--- config.mk ---
export PLATFORM = sky130hd
export DESIGN_NAME = reset_seq_ctrl_flat
export DESIGN_NICKNAME = d
export VERILOG_FILES = /design/src/rtl/reset_seq_pkg.sv /design/src/rtl/reset_seq_ctrl_if.sv /design/src/rtl/sync_2ff.sv /design/src/rtl/reset_seq_ctrl.sv /design/src/flat_wrapper.sv
export SDC_FILE = /design/constraint.sdc
export NUM_CORES = 1
export LEC_CHECK = 0
export CAP_MARGIN = 0
export CORE_ASPECT_RATIO = 1.75
export CORE_MARGIN = 2
export CORE_UTILIZATION = 45
export DETAILED_ROUTE_END_ITERATION = 8
export PLACE_DENSITY_LB_ADDON = 0.05
export SLEW_MARGIN = 15
export SYNTH_ARGS = -nofsm -noshare
export SYNTH_HDL_FRONTEND = slang
export SYNTH_SLANG_ARGS = --single-unit
--- constraint.sdc ---
create_clock -name clk -period 1.8 [get_ports clk]
set_clock_uncertainty 0.2 [all_clocks]
set_input_delay 0.27 -clock clk [delete_from_list [all_inputs] [get_ports clk]]
set_output_delay 0.27 -clock clk [all_outputs]
set_load 0.1 [all_outputs]
--- src/rtl/reset_seq_pkg.sv ---
// -----------------------------------------------------------------------------
// reset_seq_pkg
// Shared types and defaults for the staged reset sequencer.
//   rsq_state_e : sequencer state encoding (HOLD=0, WAIT_LOCK=1, RELEASE=2,
//                 RUN=3), STATE_W bits wide; visible on seq_state.
//   DEF_*       : default parameter values for reset_seq_ctrl.
//   cnt_width   : width of a counter that must be able to hold max_val.
// -----------------------------------------------------------------------------
package reset_seq_pkg;

    localparam int STATE_W = 2;

    typedef enum logic [STATE_W-1:0] {
        ST_HOLD      = 2'd0,
        ST_WAIT_LOCK = 2'd1,
        ST_RELEASE   = 2'd2,
        ST_RUN       = 2'd3
    } rsq_state_e;

    localparam int DEF_N_DOM     = 4;
    localparam int DEF_STAGE_DLY = 16;
    localparam int DEF_LOCK_FILT = 8;
    localparam int DEF_SW_HOLD   = 32;
    localparam int DEF_WDOG_CYC  = 65536;

    function automatic int cnt_width(input int max_val);
        return $clog2(max_val + 1);
    endfunction

endpackage : reset_seq_pkg

--- src/rtl/reset_seq_ctrl_if.sv ---
// -----------------------------------------------------------------------------
// reset_seq_ctrl_if
// Groups the sequencer's lock/request inputs and reset/status outputs.
//   pll_locked   : PLL lock, asynchronous to clk (synchronized inside)
//   sw_rst_req   : single-cycle software reset request, clk domain
//   rst_n_out    : per-domain active-low resets, bit 0 released first
//   seq_done     : high while every domain is released
//   seq_state    : current sequencer state encoding
//   lock_timeout : sticky lock-wait watchdog flag
// Modports: slave = the sequencer, master = the surrounding logic.
// -----------------------------------------------------------------------------
interface reset_seq_ctrl_if
    import reset_seq_pkg::*;
#(
    parameter int N_DOM = DEF_N_DOM
) ();

    logic               pll_locked;
    logic               sw_rst_req;
    logic [N_DOM-1:0]   rst_n_out;
    logic               seq_done;
    logic [STATE_W-1:0] seq_state;
    logic               lock_timeout;

    modport slave (
        input  pll_locked,
        input  sw_rst_req,
        output rst_n_out,
        output seq_done,
        output seq_state,
        output lock_timeout
    );

    modport master (
        output pll_locked,
        output sw_rst_req,
        input  rst_n_out,
        input  seq_done,
        input  seq_state,
        input  lock_timeout
    );

endinterface : reset_seq_ctrl_if

--- src/rtl/sync_2ff.sv ---
// -----------------------------------------------------------------------------
// sync_2ff
// Generic two-flop single-bit synchronizer with asynchronous active-low clear.
//   clk         : destination clock
//   async_rst_n : asynchronous active-low clear, both flops go to 0
//   i_d         : asynchronous input bit
//   o_q         : synchronized output, two clk cycles of latency
// -----------------------------------------------------------------------------
module sync_2ff (
    input  logic clk,
    input  logic async_rst_n,
    input  logic i_d,
    output logic o_q
);

    logic r_meta;
    logic r_sync;

    // Two-stage capture; r_meta may go metastable and is never used elsewhere.
    always_ff @(posedge clk or negedge async_rst_n) begin
        if (!async_rst_n) begin
            r_meta <= 1'b0;
            r_sync <= 1'b0;
        end else begin
            r_meta <= i_d;
            r_sync <= r_meta;
        end
    end

    assign o_q = r_sync;

endmodule : sync_2ff

--- src/rtl/reset_seq_ctrl.sv ---
// -----------------------------------------------------------------------------
// reset_seq_ctrl
// Turns the board reset plus PLL lock into N_DOM staged domain resets.
// After a filtered lock, domains are released one at a time (bit 0 first)
// every STAGE_DLY cycles. Lock loss or a software request drops everything
// back to HOLD. All outputs are registered in the clk domain.
//   clk         : system clock
//   async_rst_n : asynchronous active-low reset
//   ctrl_if     : reset_seq_ctrl_if.slave (pll_locked, sw_rst_req in;
//                 rst_n_out, seq_done, seq_state, lock_timeout out)
// Build option: define RST_SEQ_WDOG_EN to add the lock-wait watchdog that
// sets the sticky lock_timeout flag after WDOG_CYC cycles in WAIT_LOCK;
// otherwise lock_timeout is tied to 0.
// -----------------------------------------------------------------------------
module reset_seq_ctrl
    import reset_seq_pkg::*;
#(
    parameter int N_DOM     = DEF_N_DOM,
    parameter int STAGE_DLY = DEF_STAGE_DLY,
    parameter int LOCK_FILT = DEF_LOCK_FILT,
    parameter int SW_HOLD   = DEF_SW_HOLD,
    parameter int WDOG_CYC  = DEF_WDOG_CYC
) (
    input  logic             clk,
    input  logic             async_rst_n,
    reset_seq_ctrl_if.slave  ctrl_if
);

    localparam int HOLD_W = cnt_width(SW_HOLD);
    localparam int FILT_W = cnt_width(LOCK_FILT);
    localparam int STG_W  = cnt_width(STAGE_DLY);
    localparam int IDX_W  = cnt_width(N_DOM);

    // Terminal counts: each counter stops here and never wraps.
    localparam logic [HOLD_W-1:0] HOLD_LAST = HOLD_W'(SW_HOLD - 1);
    localparam logic [FILT_W-1:0] FILT_LAST = FILT_W'(LOCK_FILT - 1);
    localparam logic [STG_W-1:0]  STG_LAST  = STG_W'(STAGE_DLY - 1);
    localparam logic [IDX_W-1:0]  IDX_LAST  = IDX_W'(N_DOM - 1);

    localparam logic [N_DOM-1:0]  DOM_NONE  = {N_DOM{1'b0}};
    localparam logic [N_DOM-1:0]  DOM_ALL   = {N_DOM{1'b1}};
    localparam logic [N_DOM-1:0]  DOM_FIRST = N_DOM'(1'b1);

    logic              w_lock_s;

    rsq_state_e        r_state,    w_state_nxt;
    logic [HOLD_W-1:0] r_hold_cnt, w_hold_cnt_nxt;
    logic              r_hold_sw,  w_hold_sw_nxt;
    logic [FILT_W-1:0] r_filt_cnt, w_filt_cnt_nxt;
    logic [STG_W-1:0]  r_stg_cnt,  w_stg_cnt_nxt;
    logic [IDX_W-1:0]  r_idx,      w_idx_nxt;
    logic [N_DOM-1:0]  r_rst_n,    w_rst_n_nxt;
    logic              r_seq_done, w_seq_done_nxt;
    logic [N_DOM-1:0]  w_rel_mask;
    logic              r_lock_timeout;

    sync_2ff u_lock_sync (
        .clk         (clk),
        .async_rst_n (async_rst_n),
        .i_d         (ctrl_if.pll_locked),
        .o_q         (w_lock_s)
    );

    assign w_rel_mask = DOM_FIRST << r_idx;

    // State and counter registers; async reset lands in HOLD with a zero hold.
    always_ff @(posedge clk or negedge async_rst_n) begin
        if (!async_rst_n) begin
            r_state    <= ST_HOLD;
            r_hold_cnt <= {HOLD_W{1'b0}};
            r_hold_sw  <= 1'b0;
            r_filt_cnt <= {FILT_W{1'b0}};
            r_stg_cnt  <= {STG_W{1'b0}};
            r_idx      <= {IDX_W{1'b0}};
            r_rst_n    <= DOM_NONE;
            r_seq_done <= 1'b0;
        end else begin
            r_state    <= w_state_nxt;
            r_hold_cnt <= w_hold_cnt_nxt;
            r_hold_sw  <= w_hold_sw_nxt;
            r_filt_cnt <= w_filt_cnt_nxt;
            r_stg_cnt  <= w_stg_cnt_nxt;
            r_idx      <= w_idx_nxt;
            r_rst_n    <= w_rst_n_nxt;
            r_seq_done <= w_seq_done_nxt;
        end
    end

    // Next-state and next-output decode: sw request, then lock loss, then progress.
    always_comb begin
        w_state_nxt    = r_state;
        w_hold_cnt_nxt = r_hold_cnt;
        w_hold_sw_nxt  = r_hold_sw;
        w_filt_cnt_nxt = {FILT_W{1'b0}};
        w_stg_cnt_nxt  = {STG_W{1'b0}};
        w_idx_nxt      = {IDX_W{1'b0}};
        w_rst_n_nxt    = r_rst_n;
        w_seq_done_nxt = 1'b0;

        if (ctrl_if.sw_rst_req) begin
            // r_hold_sw marks a full SW_HOLD hold; otherwise HOLD lasts one cycle.
            w_state_nxt    = ST_HOLD;
            w_hold_cnt_nxt = {HOLD_W{1'b0}};
            w_hold_sw_nxt  = 1'b1;
            w_rst_n_nxt    = DOM_NONE;
        end else begin
            case (r_state)
                ST_HOLD: begin
                    w_rst_n_nxt = DOM_NONE;
                    if (!r_hold_sw || (r_hold_cnt == HOLD_LAST)) begin
                        w_state_nxt    = ST_WAIT_LOCK;
                        w_hold_cnt_nxt = {HOLD_W{1'b0}};
                        w_hold_sw_nxt  = 1'b0;
                    end else begin
                        w_hold_cnt_nxt = r_hold_cnt + HOLD_W'(1'b1);
                    end
                end
                ST_WAIT_LOCK: begin
                    w_rst_n_nxt = DOM_NONE;
                    if (w_lock_s) begin
                        if (r_filt_cnt == FILT_LAST) begin
                            w_state_nxt = ST_RELEASE;
                        end else begin
                            w_filt_cnt_nxt = r_filt_cnt + FILT_W'(1'b1);
                        end
                    end else begin
                        w_filt_cnt_nxt = {FILT_W{1'b0}};
                    end
                end
                ST_RELEASE: begin
                    if (!w_lock_s) begin
                        // Lock loss beats a simultaneous final release.
                        w_state_nxt    = ST_HOLD;
                        w_hold_cnt_nxt = {HOLD_W{1'b0}};
                        w_hold_sw_nxt  = 1'b0;
                        w_rst_n_nxt    = DOM_NONE;
                    end else if (r_stg_cnt == STG_LAST) begin
                        w_rst_n_nxt = r_rst_n | w_rel_mask;
                        if (r_idx == IDX_LAST) begin
                            w_state_nxt    = ST_RUN;
                            w_seq_done_nxt = 1'b1;
                        end else begin
                            w_idx_nxt = r_idx + IDX_W'(1'b1);
                        end
                    end else begin
                        w_stg_cnt_nxt = r_stg_cnt + STG_W'(1'b1);
                        w_idx_nxt     = r_idx;
                    end
                end
                ST_RUN: begin
                    if (!w_lock_s) begin
                        w_state_nxt    = ST_HOLD;
                        w_hold_cnt_nxt = {HOLD_W{1'b0}};
                        w_hold_sw_nxt  = 1'b0;
                        w_rst_n_nxt    = DOM_NONE;
                    end else begin
                        w_rst_n_nxt    = DOM_ALL;
                        w_seq_done_nxt = 1'b1;
                    end
                end
                default: begin
                    w_state_nxt    = ST_HOLD;
                    w_hold_cnt_nxt = {HOLD_W{1'b0}};
                    w_hold_sw_nxt  = 1'b0;
                    w_rst_n_nxt    = DOM_NONE;
                end
            endcase
        end
    end

`ifdef RST_SEQ_WDOG_EN
    localparam int WDOG_W = cnt_width(WDOG_CYC);
    localparam logic [WDOG_W-1:0] WDOG_MAX  = WDOG_W'(WDOG_CYC);
    localparam logic [WDOG_W-1:0] WDOG_LAST = WDOG_W'(WDOG_CYC - 1);

    logic [WDOG_W-1:0] r_wdog_cnt;

    // Lock-wait watchdog: counts WAIT_LOCK cycles, flag is sticky until sw request.
    always_ff @(posedge clk or negedge async_rst_n) begin
        if (!async_rst_n) begin
            r_wdog_cnt     <= {WDOG_W{1'b0}};
            r_lock_timeout <= 1'b0;
        end else if (ctrl_if.sw_rst_req) begin
            r_wdog_cnt     <= {WDOG_W{1'b0}};
            r_lock_timeout <= 1'b0;
        end else if (r_state == ST_WAIT_LOCK) begin
            if (r_wdog_cnt != WDOG_MAX) begin
                r_wdog_cnt <= r_wdog_cnt + WDOG_W'(1'b1);
            end else begin
                r_wdog_cnt <= r_wdog_cnt;
            end
            if (r_wdog_cnt == WDOG_LAST) begin
                r_lock_timeout <= 1'b1;
            end else begin
                r_lock_timeout <= r_lock_timeout;
            end
        end else begin
            r_wdog_cnt     <= {WDOG_W{1'b0}};
            r_lock_timeout <= r_lock_timeout;
        end
    end
`else
    logic w_wdog_unused;
    assign w_wdog_unused  = (WDOG_CYC > 0);
    assign r_lock_timeout = 1'b0;
`endif

    assign ctrl_if.rst_n_out    = r_rst_n;
    assign ctrl_if.seq_done     = r_seq_done;
    assign ctrl_if.seq_state    = r_state;
    assign ctrl_if.lock_timeout = r_lock_timeout;

endmodule : reset_seq_ctrl
--- src/flat_wrapper.sv ---
// flat-port wrapper written by rule: the top's interface ports become plain ports
module reset_seq_ctrl_flat import reset_seq_pkg::*;
#(
    parameter int N_DOM     = DEF_N_DOM,
    parameter int STAGE_DLY = DEF_STAGE_DLY,
    parameter int LOCK_FILT = DEF_LOCK_FILT,
    parameter int SW_HOLD   = DEF_SW_HOLD,
    parameter int WDOG_CYC  = DEF_WDOG_CYC
)
  (clk, async_rst_n, ctrl_if_pll_locked, ctrl_if_sw_rst_req, ctrl_if_rst_n_out, ctrl_if_seq_done, ctrl_if_seq_state, ctrl_if_lock_timeout);
  reset_seq_ctrl_if #(.N_DOM(N_DOM)) ctrl_if_i ();
  input  logic clk;
  input  logic async_rst_n;
  input wire logic [$bits(ctrl_if_i.pll_locked)-1:0] ctrl_if_pll_locked;
  input wire logic [$bits(ctrl_if_i.sw_rst_req)-1:0] ctrl_if_sw_rst_req;
  output wire logic [$bits(ctrl_if_i.rst_n_out)-1:0] ctrl_if_rst_n_out;
  output wire logic [$bits(ctrl_if_i.seq_done)-1:0] ctrl_if_seq_done;
  output wire logic [$bits(ctrl_if_i.seq_state)-1:0] ctrl_if_seq_state;
  output wire logic [$bits(ctrl_if_i.lock_timeout)-1:0] ctrl_if_lock_timeout;
  assign ctrl_if_i.pll_locked = ctrl_if_pll_locked;
  assign ctrl_if_i.sw_rst_req = ctrl_if_sw_rst_req;
  assign ctrl_if_rst_n_out = ctrl_if_i.rst_n_out;
  assign ctrl_if_seq_done = ctrl_if_i.seq_done;
  assign ctrl_if_seq_state = ctrl_if_i.seq_state;
  assign ctrl_if_lock_timeout = ctrl_if_i.lock_timeout;
  reset_seq_ctrl #(.N_DOM(N_DOM), .STAGE_DLY(STAGE_DLY), .LOCK_FILT(LOCK_FILT), .SW_HOLD(SW_HOLD), .WDOG_CYC(WDOG_CYC)) u_core (.clk(clk), .async_rst_n(async_rst_n), .ctrl_if(ctrl_if_i));
endmodule
==> results of run 1 <==
-- how the worst max path moves through the flow --
stage / startpoint / end / slack, ns / cells past startpoint
after floorplan: u_core.ctrl_if.seq_state[0]$_DFFE_PN0P_ / u_core.r_hold_cnt[4]$_DFFE_PN0P_ / -0.01 / 4
after detailed placement: ctrl_if_sw_rst_req / u_core.r_filt_cnt[0]$_DFF_PN0_ / -0.07 / 5
after global routing: u_core.r_hold_cnt[1]$_DFFE_PN0P_ / u_core.ctrl_if.seq_state[0]$_DFFE_PN0P_ / 0.01 / 4
after global placement: ctrl_if_sw_rst_req / u_core.r_filt_cnt[0]$_DFF_PN0_ / -0.05 / 5
after CTS: u_core.r_hold_cnt[1]$_DFFE_PN0P_ / u_core.ctrl_if.seq_state[0]$_DFFE_PN0P_ / 0.08 / 4
final: u_core.r_hold_cnt[1]$_DFFE_PN0P_ / u_core.ctrl_if.seq_state[0]$_DFFE_PN0P_ / 0.14 / 4
-- kinds of logic after synthesis --
| kind of cell | after synthesis | synth area share (%) |
|---|---|---|
| mux | 4 | 3.342 |
| fa+ha+maj | 7 | 6.323 |
| flops | 28 | 50.59 |
| simple gates | 49 | 22.04 |
| other cells | 1 | 0.2707 |
| buf+inv | 10 | 3.704 |
| xor+xnor | 3 | 1.897 |
| compound gates | 22 | 11.83 |
-- flip-flops by register name, indices dropped and copies added, names as in the netlist, 2 cells and up --
register / flops
u_core.r_idx: 3
u_core.ctrl_if.rst_n_out: 4
u_core.ctrl_if.seq_state: 2
u_core.r_stg_cnt: 5
u_core.r_hold_cnt: 6
u_core.r_filt_cnt: 4
-- layout by cell type, fill, tap and decap left out, drive strengths merged --
cell | Yosys | final
and3b | 1 | 1
and3 | 3 | 3
xor2 | 1 | 1
a211o | 1 | 1
ha | 7 | 7
a21oi | 5 | 5
bufinv | 0 | 1
a31oi | 1 | 1
dfrtp | 28 | 28
xnor2 | 2 | 2
buf | 1 | 14
nor4b | 1 | 1
a22oi | 1 | 1
conb | 1 | 1
nand3 | 7 | 7
mux2 | 2 | 2
mux2i | 2 | 2
nor3b | 5 | 5
clkdlybuf4s50 | 0 | 3
o31a | 4 | 4
nand2 | 10 | 10
clkbuf | 1 | 3
a41oi | 1 | 1
a32oi | 1 | 1
nand2b | 1 | 1
nor2 | 9 | 9
o22ai | 1 | 1
a2111oi | 1 | 1
and2 | 2 | 2
or3 | 1 | 1
inv | 8 | 8
and4bb | 1 | 1
o21ai | 3 | 3
nand3b | 3 | 3
a22o | 3 | 3
and4b | 1 | 1
nor2b | 2 | 2
nand4b | 2 | 2
-- power groups by stage --
stage | registers (W) | logic (W) | clock network [W]
floorplan | 0.000674 | 0.0000601 | 0
global placement | 0.000667 | 0.000114 | 0
detailed placement | 0.000667 | 0.000114 | 0
CTS | 0.000654 | 0.000115 | 0.000504
global route | 0.000658 | 0.000128 | 0.000530
finish | 0.000656 | 0.000116 | 0.000493
-- layout make-up --
| class | count | area share [%] |
|---|---|---|
| clock inverters | 1 | 1.745 |
| repair buffers | 17 | 12.95 |
| flip-flops and latches | 28 | 41.16 |
| clock buffers | 3 | 2.400 |
| well taps | 28 | 2.036 |
| inverters | 8 | 1.745 |
| multi-input cells | 86 | 37.96 |
-- per-layer routing --
| metal | wire, um | part of all wire [%] | GRT usage, % |
|---|---|---|---|
| met4 | 86 | 3.4 | 10.57 |
| met3 | 61 | 2.4 | 2.326 |
| met1 | 1002 | 40 | 20.82 |
| met5 | 0 | 0 | 0 |
| met2 | 1362 | 54 | 25.42 |
-- repair_timing --
action | CTS | global route
setup endpoints to repair | 0 | 2
hold buffers | 0 | 0
resized for setup | 0 | 4
-- stage by stage --
step	instance area (sq um)	setup TNS (ns)	setup WS [ns]	hold slack, ns
after floorplan	1396	-0.02582	-0.01369	-0.2256
after global placement	1633	-0.05600	-0.04645	0.1348
after detailed placement	1633	-0.2432	-0.07455	0.1373
after CTS	1704	0	0.08437	0.1601
after global routing	1720	0	0.01377	0.1753
final	1720	0	0.1372	0.1571
==> results.json, run 1 <==
{
  "status": "finished clean",
  "ys_types": 40,
  "cts_htree_levels": 1,
  "seq_power_share_pct": 51.9,
  "startpoint_type": "flop",
  "dp.cells": 167,
  "grt_pass1_vias": 1008,
  "p_leak_nw": 0.7714,
  "rrSetupSlack_ns": 0.14,
  "synth.most_common_cell": "dfrtp_1",
  "finalNetCount": 155,
  "ys_warn_count": 0,
  "clock_latency_ns": 0.28,
  "yosys_register_bits": 28,
  "path_class": "reg2reg",
  "setup.worst_path.end_class": "flop",
  "synthCells": 124,
  "viasPerCell": 5.743,
  "finalPower_w": 0.001265,
  "cts_buffers": 3,
  "clock-sinks": 28,
  "antenna_left": 0,
  "drc": 0,
  "switchingPower_w": 0.0002744,
  "crit_required_ns": 1.77,
  "cts-root-buf": "clkbuf_8",
  "synth_area_sq_um": 1385,
  "crit_fanout": 5,
  "path_clk_slew_ns": 0.09,
  "fin_crit_sh_pct": 92.38,
  "seq_area_frac_synth_pct": 50.59,
  "post_cts.repair.setup_buffers": 0,
  "core_area_sq_um": 2928,
  "avgSynthCellArea_sq_um": 11.17,
  "grt_overflow_total": 0,
  "ios": 12,
  "die_y_um": 77.39,
  "setup_viol": 0,
  "synth_top_area_cell": "dfrtp_1",
  "hp-class": "in2async",
  "first_pass_iters": 4,
  "track_usage_pct": 16.58,
  "drive_gt1_share_pct": 22.38,
  "p_per_area_nw_per_um2": 735.4,
  "r2r-start": "u_core.r_hold_cnt[1]$_DFFE_PN0P_",
  "crit-reg2reg-capture": "u_core.ctrl_if.seq_state[0]$_DFFE_PN0P_",
  "syn2layout_area_growth_pct": 24.21,
  "fillers": 245,
  "fmax_mhz": 601.4,
  "port_buffers": 10,
  "regArea_sq_um": 708.2,
  "synth_top_area_share_pct": 50.59,
  "multiInputGateArea_sq_um": 653.1,
  "vias": 982,
  "fin_crit_ns": 1.663,
  "cp_slowest_stage_delay_ns": 0.43,
  "grt_pass1_wl_mm": 4.374,
  "pwr-share-clk_pct": 39.0,
  "first_iter_violations": 17,
  "gp_congestion": 0.8976,
  "wl_mm": 2.512,
  "ys_top_cells_by_count": "28 x dfrtp_1, 10 x nand2_1, 9 x nor2_1",
  "diodes": 0,
  "routedWlPerCell_um": 14.69,
  "synthArstFlopShare_pct": 100.0,
  "antenna_found_initial": 0,
  "final_core_util_pct": 58.76,
  "grt_setup_unrepaired": "false",
  "rows": 26,
  "syn_nets": 135,
  "cp_cell_sequence": "ha_4 -> nand2_1 -> o31a_2 -> a2111oi_2",
  "die_x_um": 45.94,
  "drv_slew": 0,
  "path_buf_inv": 0,
  "share_comb_of_total_power_pct": 9.1,
  "grt_max_degree": 29,
  "finalHoldViolCount": 0,
  "synth-edff-count": 0,
  "ir_worst_vdd_mv": 0.4439,
  "switching_share_pct": 21.69,
  "die_area_sq_um": 3555,
  "floorplan.initialDensity_pct": 47.31,
  "stdcell_count": 171,
  "clk_path_buf_depth": 2,
  "cp_slowest_cell": "dfrtp_1",
  "cp_data_arrival_time_ns": 1.64,
  "synth_top_flop_cell": "dfrtp_1",
  "post-dp-hpwl_mm": 1.888,
  "maxCapViolations": 0,
  "crit_family": "compound AO/OA/AOI/OAI gates",
  "cts_tree": "done",
  "yosys-top-cells-area": "dfrtp_1 51%, ha_1 6.3%, nand2_1 2.7%",
  "worstRegToRegCells": 4,
  "power.internal_w": 0.0009908
}
Power figures use the tool's default switching activity.
==> run 2, diff against run 1 <==
--- a/config.mk
+++ b/config.mk
@@ -5,7 +5,7 @@
 export SDC_FILE = /design/constraint.sdc
 export NUM_CORES = 1
 export LEC_CHECK = 0
-export CAP_MARGIN = 0
+export CAP_MARGIN = 20
 export CORE_ASPECT_RATIO = 1.75
 export CORE_MARGIN = 2
 export CORE_UTILIZATION = 45
==> results of run 2 <==
No change in the layout: final DEF, timing and power equal those of run 1.
